--- src/rtl/bcd_counter_n.sv ---
// N-digit synchronous BCD up/down counter with validated parallel load, carry/borrow flag and display hold register.
// Define BCD_COUNTER_SAT_EN to saturate at the count bounds instead of wrapping.
module bcd_counter_n #(
  parameter int unsigned DIGITS = 6
) (
  input  logic                F_IN,
  input  logic                CLR,
  input  logic                ENA,
  input  logic                UP,
  input  logic                LOAD,
  input  logic [4*DIGITS-1:0] D,
  input  logic                LATCH,
  output logic [4*DIGITS-1:0] Q,
  output logic [4*DIGITS-1:0] Q_HOLD,
  output logic                CO,
  output logic                ERR
);

  localparam int unsigned W = 4 * DIGITS;

  logic [W-1:0] q_q, q_d;
  logic [W-1:0] hold_q, hold_d;
  logic         co_q, co_d;
  logic         err_q, err_d;

  logic [W-1:0] inc_c, dec_c;
  logic         all9_c, all0_c, d_ok_c;

  // Ripple the carry/borrow through the digits; all9/all0 end up as the carry/borrow out.
  always_comb begin
    inc_c  = q_q;
    dec_c  = q_q;
    all9_c = 1'b1;
    all0_c = 1'b1;
    d_ok_c = 1'b1;
    for (int unsigned i = 0; i < DIGITS; i++) begin
      if (all9_c) begin
        if (q_q[4*i +: 4] == 4'd9) begin
          inc_c[4*i +: 4] = 4'd0;
        end else begin
          inc_c[4*i +: 4] = q_q[4*i +: 4] + 4'd1;
          all9_c          = 1'b0;
        end
      end
      if (all0_c) begin
        if (q_q[4*i +: 4] == 4'd0) begin
          dec_c[4*i +: 4] = 4'd9;
        end else begin
          dec_c[4*i +: 4] = q_q[4*i +: 4] - 4'd1;
          all0_c          = 1'b0;
        end
      end
      if (D[4*i +: 4] > 4'd9) begin
        d_ok_c = 1'b0;
      end
    end
  end

  // Next state; the hold register samples the pre-update count.
  always_comb begin
    q_d    = q_q;
    hold_d = hold_q;
    co_d   = 1'b0;
    err_d  = 1'b0;
    if (LATCH) begin
      hold_d = q_q;
    end
    if (LOAD) begin
      if (d_ok_c) begin
        q_d = D;
      end else begin
        err_d = 1'b1;
      end
    end else if (ENA) begin
      if (UP) begin
        co_d = all9_c;
`ifdef BCD_COUNTER_SAT_EN
        if (!all9_c) begin
          q_d = inc_c;
        end
`else
        q_d = inc_c;
`endif
      end else begin
        co_d = all0_c;
`ifdef BCD_COUNTER_SAT_EN
        if (!all0_c) begin
          q_d = dec_c;
        end
`else
        q_d = dec_c;
`endif
      end
    end
  end

  always_ff @(posedge F_IN) begin
    if (CLR) begin
      q_q    <= '0;
      hold_q <= '0;
      co_q   <= 1'b0;
      err_q  <= 1'b0;
    end else begin
      q_q    <= q_d;
      hold_q <= hold_d;
      co_q   <= co_d;
      err_q  <= err_d;
    end
  end

  assign Q      = q_q;
  assign Q_HOLD = hold_q;
  assign CO     = co_q;
  assign ERR    = err_q;

endmodule
--- config.mk ---
export PLATFORM = sky130hd
export DESIGN_NAME = bcd_counter_n
export DESIGN_NICKNAME = d
export VERILOG_FILES = /design/src/rtl/bcd_counter_n.sv
export SDC_FILE = /design/constraint.sdc
export NUM_CORES = 1
export LEC_CHECK = 0
export BUFFER_PORTS_ARGS = -buffer_cell sky130_fd_sc_hd__buf_4
export CAP_MARGIN = 20
export CELL_PAD_IN_SITES_DETAIL_PLACEMENT = 1
export CELL_PAD_IN_SITES_GLOBAL_PLACEMENT = 2
export CORE_ASPECT_RATIO = 0.75
export CORE_MARGIN = 4
export CORE_UTILIZATION = 32
export CTS_BUF_LIST = sky130_fd_sc_hd__clkbuf_8
export DETAILED_ROUTE_END_ITERATION = 10
export GPL_TIMING_DRIVEN = 1
export PLACE_DENSITY = 0.86
export SKIP_CTS_REPAIR_TIMING = 1
export SLEW_MARGIN = 25
export SYNTH_ARGS = -nofsm -noshare
export SYNTH_HDL_FRONTEND = slang
export SYNTH_SLANG_ARGS = --single-unit
--- constraint.sdc ---
create_clock -name F_IN -period 2.3 [get_ports F_IN]
set_input_delay 0.46 -clock F_IN [delete_from_list [all_inputs] [get_ports F_IN]]
set_output_delay 0.46 -clock F_IN [all_outputs]
set_load 0.005 [all_outputs]
==> summary.txt, run 1 <==
Status
  – Status: finished clean

Layout
  – Ant diodes: 0
  – Layout cell share with drive strength beyond 1: 0.2872
  – Area growth, synth to finish: 28.67%
  – Nets: 520
  – Fin cells: 623
  – Most frequent cells in the layout: buf_4 (114), dfxtp_1 (50), nor2_1 (50)
  – Most common cell after layout, fill and taps aside: buf_4

CTS
  – Clk Latency, worst-skew pair: 0.32 ns
  – CTS Buffer Depth: 2
  – Htree depth: 2
  – CTS root buf: clkbuf_8
  – TritonCTS clock tree: yes
  – Clk sinks: 50
  – Cts bufs inserted: 5
  – Worst-path clk slew: 0.10 ns

Floorplan
  – Die Ht: 96.46 um
  – Io pins: 80
  – Die Wd: 125.9 um
  – Initial core utilization: 0.3362
  – Die ar.: 12150 sq um
  – Cell row count: 31
  – Core area: 9930 sq um

Routing
  – Iteration-0 DRC Markers: 162
  – Final ANT Viol Nets: 0
  – # DRC: 0
  – Post-Route WL: 11240 um
  – Pre-antenna DRT Iters: 4
  – Via count: 3441
  – Drt via density: 5.523
  – WL/cell: 18.04 um

Synthesis
  – Syn_area_per_cell: 8.044 sq um
  – Simple-gate share of the synthesized area: 0.2575
  – Synth cell types: 68
  – Seq/Total Area, Yosys: 0.2999
  – Synth top area cells: dfxtp_1 (30%), mux2i_1 (9.0%), nor2_1 (5.6%), o21ai_0 (4.8%), clkbuf_1 (4.4%)
  – EDFF count, synth: 0
  – Top_reg_cell synth: dfxtp_1
  – Syn Nets: 445
  – FF+latch count, synth: 50
  – Largest family of logic cells by synthesized area: compound AO/OA/AOI/OAI gates
  – Area fraction in compound gates after synthesis: 0.2654
  – Post-synth ARST share: 0
  – Mux cell area share after synthesis: 0.08996
  – Area leader, netlist: dfxtp_1
  – Post-Synthesis Cells: 415
  – Synthesized area: 3338 sq um
  – Xor/xnor cell area share of the yosys netlist: 0.02361
  – Post-Synth Adder-Cell Area: 0
  – Yosys top cell area share: 0.2999
  – Yosys warns: 0

Worst setup path
  – WP data required: 2.48 ns
  – Slowest Stage Delay on Critical Path: 0.61 ns
  – Slowest cell on crit path: or4_4
  – Startpoint types: flop
  – Worst Path Max Fanout: 4
  – Worst Setup End Kind: flop
  – WS Path Type: flop to flop
  – Path depth of the worst reg2reg path: 5
  – CP cell instances: or4_1 -> or4_4 -> o2bb2ai_4 -> a2111oi_4 -> nor3_1
  – Arr. time, crit path: 2.38 ns

Hold path
  – Hold crit path type: input port to flop
  – Min-Delay Path Depth: 3

Timing
  – Fmax: 453.7 MHz
  – Rel. slew slack: 0.5978
  – Final setup fails: 0
  – Final critical-path share of the clock period: 0.9584
  – Clock Skews: 0.006540 ns
  – Worst-Margin Slew: 0.6033 ns
  – Final TNS setup: 0 ns
  – Max Transition Viols Final: 0
  – Final worst setup slack: 0.09578 ns
  – Endpoints failing hold: 0
  – Min cycle time layout: 2.204 ns

Placement
  – Total placed cells including tap cells: 615
  – Place WS: 0.07022 ns
  – Post-DP HPWL: 8183 um
  – Gpl congestion: 0.8449
  – IO Port Bufs: 79

Job
  – Max Cap Viol: 0

GRT
  – Vias in the first global route: 3550
  – Largest net degree at the start of global routing: 54
  – Antenna violations before repair: 0
  – Grt ovf: 0
  – Tot GR Track Use: 0.1894
  – First-pass GRT wire length: 18620 um

Power
  – Leakage: 1.755 nW
  – Peak supply drop: 171.2 uV
  – Cell Pwr Density: 500.1 nW/um^2
==> worst paths after layout <==
check	endpoint	slack [ns]	from
max reg2reg	Q[16]	0.1	Q[5]
max	Q[16]	0.1	Q[5]
min	Q[1]	0.44	D[1]
min reg2reg	Q_HOLD[17]	0.50	Q_HOLD[17]
==> synth_stat cells (3+ instances only) <==
cell type and instances:
a21boi_0 6, and2_1 4, a21o_1 3, inv_1 10, o2111ai_1 4, nand3_1 7
dfxtp_1 50, o31a_1 3, nand3b_1 4, o22ai_1 3, nor3_1 10, a221oi_1 3
o21ai_0 32, nand2_1 13, mux2i_1 30, o21bai_1 3, a21oi_1 17, nand4b_1 5
nor2_1 50, o211ai_1 4, or2_2 6, or4_1 7, nor2b_1 9, xnor2_1 7
clkbuf_1 39, buf_1 5, nor4_1 4, a211oi_1 8, nand2b_1 12
==> final cells by class <==
cell class,instances,area (sq um)
multi-input cells,309,2145
inverters,10,37.54
clock inverters,2,8.758
well taps,132,165.2
fillers,1220,5634
flip-flops and latches,50,1001
repair buffers,114,855.8
clock buffers,6,82.58
==> cells by family after synthesis <==
| family | count (synthesis) |
|---|---|
| multiplexers | 30 |
| buffers and inverters | 56 |
| XOR/XNOR | 9 |
| AND/OR/NAND/NOR | 151 |
| flip-flops | 50 |
| AO/OA/AOI/OAI | 119 |
==> worst max-delay path: cells and delay by family, from the launching register on <==
family | cells | cell delay (ns)
AOI/OAI and AO/OA | 2 | 0.48
DFF | 1 | 0.32
and+or+nand+nor | 3 | 1.27
==> routing by layer <==
metal / global-route usage / vias up / share of wire / routed length [um]
li1: - / 1672 / - / -
met1: 0.2659 / 1704 / 0.50 / 5636
met2: 0.3044 / 58 / 0.45 / 5054
met3: 0.03901 / 7 / 0.041 / 466
met4: 0.03661 / 0 / 0.0069 / 78
met5: 0 / - / 0 / 0
==> power breakdown <==
| group | internal [mW] | leakage, nW | total (mW) | switching (mW) |
|---|---|---|---|---|
| clock | 0.240 | 0.0524 | 0.558 | 0.318 |
| combinational | 0.296 | 1.30 | 0.634 | 0.338 |
| sequential | 0.906 | 0.407 | 0.957 | 0.0503 |
==> flip-flops by register name, summed over array words and instances (netlist names) <==
register,count
Q,24
Q_HOLD,24
CO,1
ERR,1
==> stage by stage <==
stage | total power [mW] | hold WS, ns | util | area (sq um)
after floorplan | 1.350 | 0.4850 | - | 3338
after global placement | 1.582 | 0.4736 | 0.4214 | 4184
after detailed placement | 1.608 | 0.4869 | 0.4214 | 4184
after CTS | 2.176 | 0.4280 | 0.4306 | 4275
after global routing | 2.284 | 0.4405 | 0.4326 | 4295
final | 2.148 | 0.4376 | 0.4326 | 4295
Note: power is estimated with default switching activity, not from simulation.
==> run 2, diff against run 1 <==
BUFFER_PORTS_ARGS = -buffer_cell sky130_fd_sc_hd__buf_2   (was -buffer_cell sky130_fd_sc_hd__buf_4)
GPL_ROUTABILITY_DRIVEN = 1   (was default)
REMOVE_ABC_BUFFERS = 1   (was default)
==> summary.txt, run 2 (synthesis results as in run 1) <==
Layout
  – Nets: 523 (+0.58%)
  – Layout cell share with drive strength beyond 1: 0.2915 (+0.004329)
  – Most common cell after layout, fill and taps aside: buf_2
  – Ant diodes: 0 (unchanged)
  – Utilization after layout: 0.4158 (-0.01676)
  – Area growth, synth to finish: 23.69%
  – Most frequent cells in the layout: buf_2 (79), dfxtp_1 (50), nor2_1 (50)

CTS
  – TritonCTS clock tree: yes
  – Clk Latency, worst-skew pair: 0.31 ns (about the same)
  – CTS root buf: clkbuf_8
  – Htree depth: 2 (unchanged)
  – Worst-path clk slew: 0.10 ns (about the same)
  – Clk sinks: 50 (unchanged)
  – CTS Buffer Depth: 2 (unchanged)
  – Cts bufs inserted: 5 (unchanged)

Timing
  – Fmax: 457.5 MHz (+0.85%)
  – RSZ-0062 raised after global routing: no
  – Final setup fails: 0 (unchanged)
  – Max Transition Viols Final: 0 (unchanged)
  – Min cycle time layout: 2.186 ns (-0.01858 ns)
  – Rel. slew slack: 0.5782 (-0.01956)
  – Endpoints failing hold: 0 (unchanged)
  – Worst Hold Slack: 0.4472 ns (+0.009594 ns)
  – Final critical-path share of the clock period: 0.9503 (-0.008077)
  – Clock Skews: 0.004123 ns (-0.002417 ns)
  – Worst-Margin Slew: 0.6327 ns (+0.02934 ns)

Worst setup path
  – Startpoint types: flop
  – Arr. time, crit path: 2.43 ns (+0.05 ns)
  – WP data required: 2.54 ns (+0.06 ns)
  – Worst Setup End Kind: flop
  – Worst Path Max Fanout: 14 (+10)
  – WS Path Type: flop to flop

Floorplan
  – Cell row count: 31 (unchanged)
  – Die ar.: 12150 sq um (unchanged)
  – Die Wd: 125.9 um (unchanged)
  – Io pins: 80 (unchanged)
  – Core area: 9930 sq um (unchanged)
  – Die Ht: 96.46 um (unchanged)
  – Initial core utilization: 0.3362 (unchanged)

Routing
  – Via count: 3414 (-0.78%)
  – WL/cell: 17.89 um (-0.80%)
  – Post-Route WL: 11200 um (-0.32%)
  – # DRC: 0 (unchanged)
  – Iteration-0 DRC Markers: 188 (+16%)
  – Drt via density: 5.454 (-1.3%)
  – Final ANT Viol Nets: 0 (unchanged)
  – Pre-antenna DRT Iters: 4 (unchanged)

GRT
  – First-pass GRT wire length: 18090 um (-2.9%)
  – Grt ovf: 0 (unchanged)
  – Antenna violations before repair: 0 (unchanged)
  – Largest net degree at the start of global routing: 32 (-41%)
  – Vias in the first global route: 3480 (-2.0%)
  – Tot GR Track Use: 0.1837 (-0.005692)

Power
  – NetSw: 0.7004 mW (-0.85%)
  – Sequential Power Share: 0.452 (+0.007)
  – Cell Pwr Density: 512.2 nW/um^2 (+2.4%)
  – Peak supply drop: 208.5 uV (+22%)
  – Leakage: 1.745 nW (-0.59%)
  – Switching share of power: 0.3312 (+0.002337)
  – Pint: 1.414 mW (-1.9%)
  – Clock power share: 0.265 (+0.005)
  – Gate power share: 0.283 (-0.012)
  – Final Power: 2.115 mW (-1.6%)

Placement
  – Gpl congestion: 0.7766 (-8.1%)
  – IO Port Bufs: 79 (unchanged)
  – Post-DP HPWL: 8364 um (+2.2%)

Hold path
  – Hold crit path type: input port to flop

Status
  – Status: finished clean

Job
  – Max Cap Viol: 0 (unchanged)
## run 2: changes by cell type in the layout (fill, tap and decap cells not counted)
| cell | change |
|---|---|
| buf_4 | -77 |
| inv_1 | -1 |
| clkinvlp_4 | +1 |
| buf_2 | +79 |
| buf_12 | +1 |
| a2111oi_1 | -1 |
| a2111oi_0 | +2 |
| a2111oi_2 | -1 |
## run 2: path summary, 6_finish.rpt
kind | endpoint | cells past startpoint | start | slack (ns)
setup / recovery | Q[18] | 6 | Q[5] | 0.11
hold / removal | Q[1] | 3 | D[1] | 0.45
setup reg to reg | Q[18] | 6 | Q[5] | 0.11
hold reg to reg | Q_HOLD[6] | 2 | Q_HOLD[6] | 0.50
## run 2: power by group through the flow
stage,logic [mW],clock network [mW],registers (mW)
after floorplan,0.295,0,0.999
final,0.598,0.561,0.956
after global placement,0.579,0,0.971
after CTS,0.598,0.592,0.955
after detailed placement,0.596,0,0.975
after global routing,0.661,0.627,0.963
## run 2: through the flow
stage / setup WS [ns] / instance area [sq um] / instances / setup TNS (ns)
floorplan: -0.2812 / 3163 / 369 / -2.537
global placement: 0.1535 / 4021 / 618 / 0
detailed placement: 0.06148 / 4021 / 618 / 0
CTS: 0.1021 / 4116 / 626 / 0
global route: 0.007746 / 4129 / 626 / 0
finish: 0.1144 / 4129 / 626 / 0
## run 2: worst max-delay path, cell delays in order (launching register included)
cell and delay [ns]:
dfxtp_1 0.32, buf_4 0.18, or4b_1 0.58, nor4_4 0.42, a2bb2oi_2 0.30, o2111ai_1 0.16
a21oi_1 0.15
## run 2: per-layer routing
| layer | share of wire | GRT usage | routed length [um] | vias to the layer above |
|---|---|---|---|---|
| li1 | - | - | - | 1668 |
| met1 | 0.51 | 0.2550 | 5656 | 1655 |
| met2 | 0.43 | 0.2920 | 4850 | 80 |
| met3 | 0.049 | 0.03846 | 550 | 11 |
| met4 | 0.013 | 0.04911 | 142 | 0 |
| met5 | 0 | 0 | 0 | - |
## run 2: area by class of cell
cell class	count	area (sq um)
Timing Repair Buffer	117	693.2
Clock inverter	2	12.51
Clock buffer	6	82.58
Tap cell	132	165.2
Sequential cell	50	1001
Multi-Input combinational cell	309	2137
Fill cell	1229	5801
Inverter	10	37.54
==> run 3, diff against run 2 <==
ABC_AREA = 1   (was default)
CORE_UTILIZATION = 28   (was 32)
PLACE_DENSITY = 0.85   (was 0.86)
==> summary.txt, run 3 <==
Routing
  – # DRC: 0 (unchanged)
  – Pre-antenna DRT Iters: 6 (+2)
  – Drt via density: 4.856 (-11%)
  – WL/cell: 15.60 um (-13%)
  – Iteration-0 DRC Markers: 148 (-21%)
  – Via count: 3399 (-0.44%)
  – Final ANT Viol Nets: 0 (unchanged)
  – Post-Route WL: 10920 um (-2.5%)

Floorplan
  – Io pins: 80 (unchanged)
  – Die ar.: 12590 sq um (+3.6%)
  – Die Wd: 128.2 um (+1.8%)
  – Core area: 10450 sq um (+5.2%)
  – Initial core utilization: 0.2905 (-0.04572)
  – Die Ht: 98.17 um (+1.8%)
  – Cell row count: 32 (+3.2%)

CTS
  – Clk sinks: 50 (unchanged)
  – CTS root buf: clkbuf_8
  – Worst-path clk slew: 0.11 ns (about the same)
  – TritonCTS clock tree: yes
  – Cts bufs inserted: 5 (unchanged)
  – Htree depth: 2 (unchanged)
  – CTS Buffer Depth: 2 (unchanged)
  – Clk Latency, worst-skew pair: 0.32 ns (about the same)

Synthesis
  – Top post-synthesis cells by count: nand2_1 (119), nor2_1 (80), o21ai_0 (57)
  – Synth cell types: 29 (-57%)
  – EDFF count, synth: 0 (unchanged)
  – Most common cell in the netlist: nand2_1
  – Seq/Total Area, Yosys: 0.3298 (+0.02991)
  – Post-synth ARST share: 0 (unchanged)
  – Yosys top cell area share: 0.3298 (+0.02991)
  – Synth top area cells: dfxtp_1 (33%), nand2_1 (15%), nor2_1 (9.9%), o21ai_0 (9.4%), a21oi_1 (6.4%)
  – Top_reg_cell synth: dfxtp_1
  – Post-Synthesis Cells: 489 (+18%)
  – Syn_area_per_cell: 6.207 sq um (-23%)
  – Yosys warns: 0 (unchanged)
  – Synthesized area: 3035 sq um (-9.1%)
  – Area leader, netlist: dfxtp_1
  – FF+latch count, synth: 50 (unchanged)

Worst setup path
  – Startpoint types: flop
  – WS Path Type: flop to flop
  – Reg2reg setup slack: 0.62 ns (+0.51 ns)
  – Worst Setup End Kind: flop
  – Worst Path Max Fanout: 8 (-6)
  – Arr. time, crit path: 1.94 ns (-0.49 ns)
  – WP data required: 2.56 ns (+0.02 ns)

GRT
  – Tot GR Track Use: 0.1719 (-0.01187)
  – Antenna violations before repair: 0 (unchanged)
  – Vias in the first global route: 3432 (-1.4%)
  – Largest net degree at the start of global routing: 36 (+13%)
  – First-pass GRT wire length: 17710 um (-2.1%)
  – Grt ovf: 0 (unchanged)

Status
  – Status: finished clean

Timing
  – Fmax: 595.2 MHz (+30%)
  – Worst-Margin Slew: 0.5215 ns (-0.1111 ns)
  – Final TNS setup: 0 ns (unchanged)
  – Final critical-path share of the clock period: 0.7304 (-0.2198)
  – Final setup fails: 0 (unchanged)
  – Endpoints failing hold: 0 (unchanged)
  – Clock Skews: 0.01270 ns (+0.008576 ns)
  – Max Transition Viols Final: 0 (unchanged)
  – Min cycle time layout: 1.680 ns (-0.5057 ns)
  – RSZ-0062 raised after global routing: no
  – Rel. slew slack: 0.6523 (+0.07410)

Placement
  – Gpl congestion: 0.8781 (+13%)
  – IO Port Bufs: 79 (unchanged)
  – Post-DP HPWL: 8250 um (-1.4%)

Layout
  – Ant diodes: 0 (unchanged)
  – Nets: 593 (+13%)
  – Area growth, synth to finish: 21.97%
  – Fillers: 1418 (+15%)
  – Most frequent cells in the layout: nand2_1 (119), nor2_1 (80), buf_2 (79)
  – Layout cell share with drive strength beyond 1: 0.2376 (-0.05391)
  – Most common cell after layout, fill and taps aside: nand2_1

Job
  – Max Cap Viol: 0 (unchanged)

Power
  – Peak supply drop: 209.1 uV (+0.32%)
  – Final Power: 2.259 mW (+6.8%)
  – Leakage: 1.820 nW (+4.3%)
  – Cell Pwr Density: 610.2 nW/um^2 (+19%)

Hold path
  – Hold crit path type: input port to flop
-- run 3: logic make-up (layout without fill, tap and decap cells) --
family / after synthesis / after routing / synth area share
simple gates: 260 / 260 / 0.3809
compound gates: 108 / 108 / 0.1851
buf+inv: 65 / 140 / 0.08656
flops: 50 / 50 / 0.3298
xor+xnor: 5 / 5 / 0.01443
mux: 1 / 1 / 0.003298
-- run 3: metrics by stage --
step | cell area (sq um) | hold WS (ns) | utilization | setup slack (ns) | cells
3_5_place_dp | 3588 | 0.5085 | 0.3434 | 0.3002 | 692
3_3_place_gp | 3588 | 0.4701 | 0.3434 | 0.3263 | 692
5_1_grt | 3702 | 0.3383 | 0.3543 | 0.4489 | 700
6_report | 3702 | 0.3541 | 0.3543 | 0.6200 | 700
4_1_cts | 3702 | 0.3427 | 0.3543 | 0.6222 | 700
2_1_floorplan | 2945 | 0.4870 | - | 0.7900 | 470
-- run 3: layer usage --
layer | global-route usage | part of all wire | vias to the layer above | routed length [um]
met5 | 0 | 0 | - | 0
met4 | 0.02039 | 0.0038 | 0 | 42
met3 | 0.03663 | 0.056 | 7 | 610
met2 | 0.2681 | 0.44 | 72 | 4803
met1 | 0.2498 | 0.50 | 1599 | 5461
li1 | - | - | 1721 | -
-- run 3: final timing paths --
kind / start / end / cells past startpoint
hold / removal: CLR / ERR / 2
setup reg to reg: Q[8] / Q[21] / 9
setup / recovery: Q[8] / Q[21] / 9
hold reg to reg: Q_HOLD[4] / Q_HOLD[4] / 2
-- run 3: critical path, cell delays in order, from the launching register on --
cell	delay, ns
dfxtp_1	0.40
inv_1	0.11
nand2_1	0.10
nor2_1	0.30
nand4_2	0.19
nand2_2	0.16
nand2_2	0.08
nor2_4	0.13
nor2_1	0.06
nor2_1	0.10
-- run 3: cell type report --
type | instances | area [sq um] | area share
inverters | 46 | 172.7 | 0.04664
clock inverters | 3 | 45.04 | 0.01217
repair buffers | 86 | 473.0 | 0.1277
well taps | 136 | 170.2 | 0.04596
flip-flops and latches | 50 | 1001 | 0.2704
multi-input cells | 374 | 1772 | 0.4785
clock buffers | 5 | 68.82 | 0.01859
-- run 3: where the power goes --
group,internal (mW),switching [mW],total (mW)
sequential,0.929,0.0806,1.01
clock,0.324,0.342,0.667
combinational,0.215,0.368,0.583
